==> src/rtl/event_watchdog_if.sv <==
// rtl/event_watchdog_if.sv - control, monitored-value and status bundle for event_watchdog
interface event_watchdog_if #(
  parameter int NUM_CH = 4,
  parameter int TMO_W  = 22,
  parameter int VAL_W  = 12
);
  logic [NUM_CH-1:0]       arm;
  logic [NUM_CH-1:0]       mode;
  logic [TMO_W-1:0]        tmo_val;
  logic [NUM_CH-1:0]       evt;
  logic [NUM_CH*VAL_W-1:0] val;
  logic [NUM_CH*VAL_W-1:0] tgt;
  logic [NUM_CH-1:0]       clr;
  logic [NUM_CH-1:0]       busy;
  logic [NUM_CH-1:0]       done;
  logic [NUM_CH-1:0]       tmo;
  logic                    any_tmo;

  modport master (
    output arm, mode, tmo_val, evt, val, tgt, clr,
    input  busy, done, tmo, any_tmo
  );

  modport slave (
    input  arm, mode, tmo_val, evt, val, tgt, clr,
    output busy, done, tmo, any_tmo
  );
endinterface

==> src/rtl/event_watchdog.sv <==
// rtl/event_watchdog.sv - per-channel watchdog: sticky pass on event/convergence, sticky fail on timeout
// Converge mode exists only when WDOG_CONVERGE_EN is defined; otherwise every channel is event mode.
module event_watchdog #(
  parameter int NUM_CH = 4,
  parameter int TMO_W  = 22,
  parameter int VAL_W  = 12,
  parameter int TOL    = 16,
  parameter int SETTLE = 8
) (
  input  logic            clk,
  input  logic            rst,
  event_watchdog_if.slave bus
);
  typedef enum logic [1:0] {S_IDLE, S_WAIT, S_PASS, S_FAIL} state_t;

  state_t            st_q  [NUM_CH];
  state_t            st_d  [NUM_CH];
  logic [TMO_W-1:0]  cnt_q [NUM_CH];
  logic [TMO_W-1:0]  cnt_d [NUM_CH];
  logic [NUM_CH-1:0] evt_prev;
  logic [NUM_CH-1:0] rise;
  logic [NUM_CH-1:0] pass;
  logic [NUM_CH-1:0] fail_d;
  logic [NUM_CH-1:0] busy_v;
  logic [NUM_CH-1:0] done_v;
  logic [NUM_CH-1:0] tmo_v;
  logic              any_tmo_q;

  // evt_prev samples every cycle, so a rise seen in the arm cycle is consumed before WAIT
  assign rise = bus.evt & ~evt_prev;

`ifdef WDOG_CONVERGE_EN
  localparam logic [7:0] SETTLE_V = 8'(SETTLE);

  logic [7:0]        settle_q  [NUM_CH];
  logic [7:0]        settle_d  [NUM_CH];
  logic [7:0]        settle_nx [NUM_CH];
  logic [VAL_W:0]    diff      [NUM_CH];
  logic [VAL_W:0]    mag       [NUM_CH];
  logic              in_tol    [NUM_CH];
  logic [NUM_CH-1:0] mode_q;
  logic [NUM_CH-1:0] mode_d;

  // One extra bit keeps val - tgt exact across the full signed range
  always_comb begin
    for (int i = 0; i < NUM_CH; i++) begin
      diff[i]      = {bus.val[i*VAL_W+VAL_W-1], bus.val[i*VAL_W +: VAL_W]}
                   - {bus.tgt[i*VAL_W+VAL_W-1], bus.tgt[i*VAL_W +: VAL_W]};
      mag[i]       = diff[i][VAL_W] ? -diff[i] : diff[i];
      in_tol[i]    = 32'(mag[i]) <= TOL;
      settle_nx[i] = !in_tol[i] ? 8'd0
                   : (settle_q[i] == SETTLE_V) ? SETTLE_V
                   : settle_q[i] + 8'd1;
      pass[i]      = mode_q[i] ? (settle_nx[i] == SETTLE_V) : rise[i];
    end
  end
`else
  logic unused_cfg;

  assign pass       = rise;
  assign unused_cfg = ^{bus.mode, bus.val, bus.tgt} ^ (TOL > 0) ^ (SETTLE > 0) ^ (VAL_W > 0);
`endif

  always_comb begin
`ifdef WDOG_CONVERGE_EN
    mode_d = mode_q;
`endif
    for (int i = 0; i < NUM_CH; i++) begin
      st_d[i]  = st_q[i];
      cnt_d[i] = cnt_q[i];
`ifdef WDOG_CONVERGE_EN
      settle_d[i] = settle_q[i];
`endif
      if (bus.arm[i]) begin
        st_d[i]  = S_WAIT;
        cnt_d[i] = bus.tmo_val;
`ifdef WDOG_CONVERGE_EN
        settle_d[i] = '0;
        mode_d[i]   = bus.mode[i];
`endif
      end else begin
        case (st_q[i])
          S_WAIT: begin
`ifdef WDOG_CONVERGE_EN
            settle_d[i] = settle_nx[i];
`endif
            // pass is checked before the expiry so a same-cycle tie passes
            if (pass[i]) begin
              st_d[i] = S_PASS;
            end else if (cnt_q[i] == '0) begin
              st_d[i] = S_FAIL;
            end else begin
              cnt_d[i] = cnt_q[i] - TMO_W'(1);
            end
          end
          S_PASS, S_FAIL: begin
            if (bus.clr[i]) begin
              st_d[i] = S_IDLE;
            end
          end
          default: ;
        endcase
      end
    end
  end

  always_comb begin
    for (int i = 0; i < NUM_CH; i++) begin
      fail_d[i] = (st_d[i] == S_FAIL);
      busy_v[i] = (st_q[i] == S_WAIT);
      done_v[i] = (st_q[i] == S_PASS);
      tmo_v[i]  = (st_q[i] == S_FAIL);
    end
  end

  always_ff @(posedge clk) begin
    if (rst) begin
      for (int i = 0; i < NUM_CH; i++) begin
        st_q[i]  <= S_IDLE;
        cnt_q[i] <= '0;
`ifdef WDOG_CONVERGE_EN
        settle_q[i] <= '0;
`endif
      end
      evt_prev  <= '0;
      any_tmo_q <= 1'b0;
`ifdef WDOG_CONVERGE_EN
      mode_q <= '0;
`endif
    end else begin
      for (int i = 0; i < NUM_CH; i++) begin
        st_q[i]  <= st_d[i];
        cnt_q[i] <= cnt_d[i];
`ifdef WDOG_CONVERGE_EN
        settle_q[i] <= settle_d[i];
`endif
      end
      evt_prev  <= bus.evt;
      // built from next state so it lines up with tmo
      any_tmo_q <= |fail_d;
`ifdef WDOG_CONVERGE_EN
      mode_q <= mode_d;
`endif
    end
  end

  assign bus.busy    = busy_v;
  assign bus.done    = done_v;
  assign bus.tmo     = tmo_v;
  assign bus.any_tmo = any_tmo_q;
endmodule
==> src/flat_wrapper.sv <==
// flat-port wrapper written by rule: the top's interface ports become plain ports
module event_watchdog_flat 
#(
  parameter int NUM_CH = 4,
  parameter int TMO_W  = 22,
  parameter int VAL_W  = 12,
  parameter int TOL    = 16,
  parameter int SETTLE = 8
)
  (clk, rst, bus_arm, bus_mode, bus_tmo_val, bus_evt, bus_val, bus_tgt, bus_clr, bus_busy, bus_done, bus_tmo, bus_any_tmo);
  event_watchdog_if #(.NUM_CH(NUM_CH), .TMO_W(TMO_W), .VAL_W(VAL_W)) bus_i ();
  input  logic clk;
  input  logic rst;
  input wire logic [$bits(bus_i.arm)-1:0] bus_arm;
  input wire logic [$bits(bus_i.mode)-1:0] bus_mode;
  input wire logic [$bits(bus_i.tmo_val)-1:0] bus_tmo_val;
  input wire logic [$bits(bus_i.evt)-1:0] bus_evt;
  input wire logic [$bits(bus_i.val)-1:0] bus_val;
  input wire logic [$bits(bus_i.tgt)-1:0] bus_tgt;
  input wire logic [$bits(bus_i.clr)-1:0] bus_clr;
  output wire logic [$bits(bus_i.busy)-1:0] bus_busy;
  output wire logic [$bits(bus_i.done)-1:0] bus_done;
  output wire logic [$bits(bus_i.tmo)-1:0] bus_tmo;
  output wire logic [$bits(bus_i.any_tmo)-1:0] bus_any_tmo;
  assign bus_i.arm = bus_arm;
  assign bus_i.mode = bus_mode;
  assign bus_i.tmo_val = bus_tmo_val;
  assign bus_i.evt = bus_evt;
  assign bus_i.val = bus_val;
  assign bus_i.tgt = bus_tgt;
  assign bus_i.clr = bus_clr;
  assign bus_busy = bus_i.busy;
  assign bus_done = bus_i.done;
  assign bus_tmo = bus_i.tmo;
  assign bus_any_tmo = bus_i.any_tmo;
  event_watchdog #(.NUM_CH(NUM_CH), .TMO_W(TMO_W), .VAL_W(VAL_W), .TOL(TOL), .SETTLE(SETTLE)) u_core (.clk(clk), .rst(rst), .bus(bus_i));
endmodule
==> config.mk <==
export PLATFORM = sky130hd
export DESIGN_NAME = event_watchdog_flat
export DESIGN_NICKNAME = d
export VERILOG_FILES = /design/src/rtl/event_watchdog_if.sv /design/src/rtl/event_watchdog.sv /design/src/flat_wrapper.sv
export SDC_FILE = /design/constraint.sdc
export NUM_CORES = 1
export LEC_CHECK = 0
export ABC_AREA = 0
export BUFFER_PORTS_ARGS = -buffer_cell sky130_fd_sc_hd__buf_4
export CORE_UTILIZATION = 55
export CTS_BUF_LIST = sky130_fd_sc_hd__clkbuf_4
export DETAILED_ROUTE_END_ITERATION = 10
export PLACE_DENSITY = 0.82
export REMOVE_ABC_BUFFERS = 1
export SLEW_MARGIN = 20
export SYNTH_ARGS = -nofsm -noshare
export SYNTH_HDL_FRONTEND = slang
export SYNTH_SLANG_ARGS = --single-unit
==> constraint.sdc <==
create_clock -name clk -period 2.5 [get_ports clk]
set_input_delay 0.5 -clock clk [delete_from_list [all_inputs] [get_ports clk]]
set_output_delay 0.5 -clock clk [all_outputs]
set_load 0.05 [all_outputs]
==> metrics.md <==
| Metric | Value |
|---|---|
| Outcome | `complete, no violations` |
| Logic pwr share | `24.8%` |
| Initial antenna violation count | `0` |
| CP Capture Type | `register` |
| Cell accounting for the most synthesized area | `dfxtp_1` |
| Final number of hold-violating endpoints | `0` |
| Max-cap violation count | `0` |
| HP Class | `in2reg` |
| Critical Path Max Stage Delay | `0.65 ns` |
| Largest net degree at the start of global routing | `60` |
| Synthesized area | `6150 sq um` |
| Crit-path max FO | `11` |
| Smallest hold slack | `0.239 ns` |
| Tmin final | `2.44 ns` |
| Share of cells above drive strength 1 | `17.5%` |
| Iteration-0 DRC Markers | `459` |
| Critical path class | `reg2reg` |
| Syn Inst Count | `724` |
| Grt total ovfl | `0` |
| Deepest clock path buffer count | `2` |
| Antenna viol nets, final | `0` |
| First-pass GRT wire length | `27,800 um` |
| XOR/XNOR Fraction of Synth Area | `5.84%` |
| Avg Inst Size Synth | `8.49 sq um` |
| Clock sink count | `101` |
| Data arrival time of the critical path | `2.79 ns` |
| Post-synthesis simple-gate area fraction | `27.6%` |
| Synth unique cells | `69` |
| Tightest Pin Transition | `0.622 ns` |
| Largest family of logic cells by synthesized area | `simple AND/OR/NAND/NOR gates` |
| Critical Path, Cell by Cell | `or4_1 > nor4_4 > buf_4 > nand2_2 > and4_1 > a2111oi_0` |
| Post-synthesis mux area share | `0.326%` |
| DRC | `0` |
| Final setup violation count | `0` |
| PwrDens | `509 nW/um^2` |
| Final HPWL DP | `12,200 um` |
| Final Slew Violations | `0` |
| Port bufs | `48` |
| Synthesis-to-finish area growth | `11.9%` |
| Synth top area share | `32.9%` |
| Clock Power Share | `22.0%` |
| Int Power | `2.30 mW` |
| Dominant cells by area after synthesis | `dfxtp_1, xnor2_1, a211oi_1, a21oi_1, a21o_1` |
| Synthesis Warnings | `0` |
| Site Rows | `38` |
| FMAX | `410 MHz` |
| Synth Register Bits | `101` |
| Vias in the first global route | `5,515` |
| Setup Skew | `0.0151 ns` |
| Final period utilization | `97.6%` |
| I/O pin count | `149` |
| GRT Total Usage | `30.7%` |
| H-tree depth | `3` |
| LEAKAGE | `2.51 nW` |
| TritonCTS buffer count | `9` |
| Most used DFF post-synth | `dfxtp_1` |
| Via density per instance | `6.55` |
| Core ar. | `10,900 sq um` |
| Reg2reg setup slack | `0.06 ns` |
| Total number of vias | `5,965` |
| Final WL | `17,200 um` |
| Ant diodes | `0` |
| Switching power | `1.20 mW` |
| Crit start category | `register` |
| Gpl congestion | `0.895` |
| Final Core Density | `63.2%` |
| Fin nets | `906` |
| Switching portion of total power | `34.3%` |
| EDFF count, synth | `0` |
| Die H | `108 um` |
| Max VDD drop | `0.365 mV` |
| Share of flip-flops with an asynchronous set or reset | `0%` |
| TritonCTS clock tree | `yes` |
| Clock Latency Late Sink | `0.47 ns` |
| Clk slew on worst S/H paths | `0.16 ns` |
| Register area share after synthesis | `32.9%` |
| Initial Utilization | `56.5%` |
| Dpl ws | `0.0559 ns` |
| Req. time, crit path | `2.86 ns` |
| Drt wl/cell | `18.9 um` |
| Die footprint | `11,600 sq um` |
| DR pass1 iterations | `5` |
| Tot Pwr | `3.50 mW` |
| Clk root buf | `clkbuf_4` |
| Post-synthesis adder-cell area fraction | `0.814%` |
| Die Wd | `108 um` |
| Synth Area in Compound Gates | `26.8%` |
| Max_slew headroom | `57.5%` |
| Sequential power share | `53.2%` |
| Setup ws final | `0.0608 ns` |
| Crit-path slowest cell | `or4_1` |
-- timing repair --
item	in CTS	in global routing
gates resized for setup	0	10
hold buffers	0	0
setup endpoints to repair	0	16
endpoints found under the hold margin	0	0
setup buffers	0	0
-- final timing paths --
path	start	end	depth (start not counted)
min	bus_evt[1]	u_core.evt_prev[1]$_SDFF_PP0_	2
min reg2reg	u_core.cnt_q[0][8]$_SDFFE_PP0P_	u_core.cnt_q[0][8]$_SDFFE_PP0P_	2
max reg2reg	u_core.cnt_q[2][16]$_SDFFE_PP0P_	u_core.cnt_q[2][6]$_SDFFE_PP0P_	6
max	u_core.cnt_q[2][16]$_SDFFE_PP0P_	u_core.cnt_q[2][6]$_SDFFE_PP0P_	6
-- critical path, delay by kind of cell (launching register included) --
family | cells | cell delay [ns]
buffers and inverters | 1 | 0.26
and+or+nand+nor | 4 | 1.38
AOI/OAI and AO/OA | 1 | 0.28
DFF | 1 | 0.39
-- kinds of logic (layout without fill, tap and decap cells) --
family | Yosys count | count (layout)
compound gates | 220 | 220
mux | 2 | 2
xor+xnor | 41 | 41
fa+ha+maj | 4 | 4
buf+inv | 89 | 136
simple gates | 267 | 267
flops | 101 | 101
-- registers in the layout (all words and copies together) (netlist names) --
name,flops
u_core.bus.any_tmo,1
u_core.cnt_q,88
u_core.st_q,8
u_core.evt_prev,4
-- cell usage in the layout (no fill, tap or decap), types with 10 or more instances in the layout --
| cell | netlist | routed |
|---|---|---|
| a211oi_1 | 44 | 44 |
| nor2_1 | 42 | 42 |
| clkbuf_4 | 0 | 10 |
| nand2b_1 | 10 | 10 |
| xnor2_1 | 40 | 40 |
| and2_1 | 11 | 11 |
| a21oi_1 | 57 | 53 |
| nand2_1 | 18 | 18 |
| a21o_1 | 29 | 29 |
| dfxtp_1 | 101 | 101 |
| inv_1 | 40 | 40 |
| and4_1 | 16 | 15 |
| or3_1 | 11 | 11 |
| nand3_1 | 12 | 12 |
| o31a_1 | 10 | 10 |
| or4_1 | 12 | 12 |
| nor4_1 | 21 | 21 |
| nand4_1 | 18 | 18 |
| buf_4 | 1 | 79 |
| a2111oi_0 | 23 | 22 |
| nor3_1 | 26 | 26 |
| nor2b_1 | 23 | 23 |
-- power groups by stage --
stage,clock (mW),sequential [mW],combinational [mW]
after floorplan,0,1.86,0.532
after CTS,0.785,1.86,0.845
after global routing,0.848,1.88,0.949
after detailed placement,0,1.89,0.838
final,0.769,1.86,0.870
after global placement,0,1.88,0.813
-- cells in the mapped netlist, types with 6 or more instances --
library cell / count
nor4b_1: 6
dfxtp_1: 101
a2111oi_2: 7
a21o_1: 29
nand2_1: 18
and3_1: 6
nand3_1: 12
and2_1: 11
nand4_1: 18
inv_1: 40
a21oi_1: 57
a311oi_1: 8
o31a_1: 10
clkbuf_1: 35
nor4_1: 21
nor2_1: 42
nor3_1: 26
and4_1: 16
or4_1: 12
a211oi_1: 44
xnor2_1: 40
buf_2: 10
or3_1: 11
nor2b_1: 23
a2111oi_0: 23
nand2b_1: 10
-- stage by stage --
| step | instances | cell area (sq um) | TNS, ns |
|---|---|---|---|
| floorplan | 676 | 5950 | -0.838 |
| global placement | 895 | 6720 | 0 |
| detailed placement | 895 | 6720 | 0 |
| CTS | 911 | 6840 | 0 |
| global route | 911 | 6880 | -0.0837 |
| finish | 911 | 6880 | 0 |
-- area by class of cell --
cell class / count / area (sq um)
flip-flops and latches: 101 / 2020
clock buffers: 10 / 75.1
repair buffers: 79 / 593
clock inverters: 6 / 40.0
well taps: 140 / 175
inverters: 41 / 154
multi-input cells: 534 / 3820
fillers: 938 / 4010
-- routing by layer --
metal | vias to the layer above | global-route usage (%) | share of wire [%]
li1 | 2859 | - | -
met1 | 2898 | 41.4 | 45
met2 | 172 | 48.1 | 46
met3 | 36 | 5.39 | 5.6
met4 | 0 | 13.2 | 3.2
met5 | - | 0 | 0
Power figures use the tool's default switching activity.
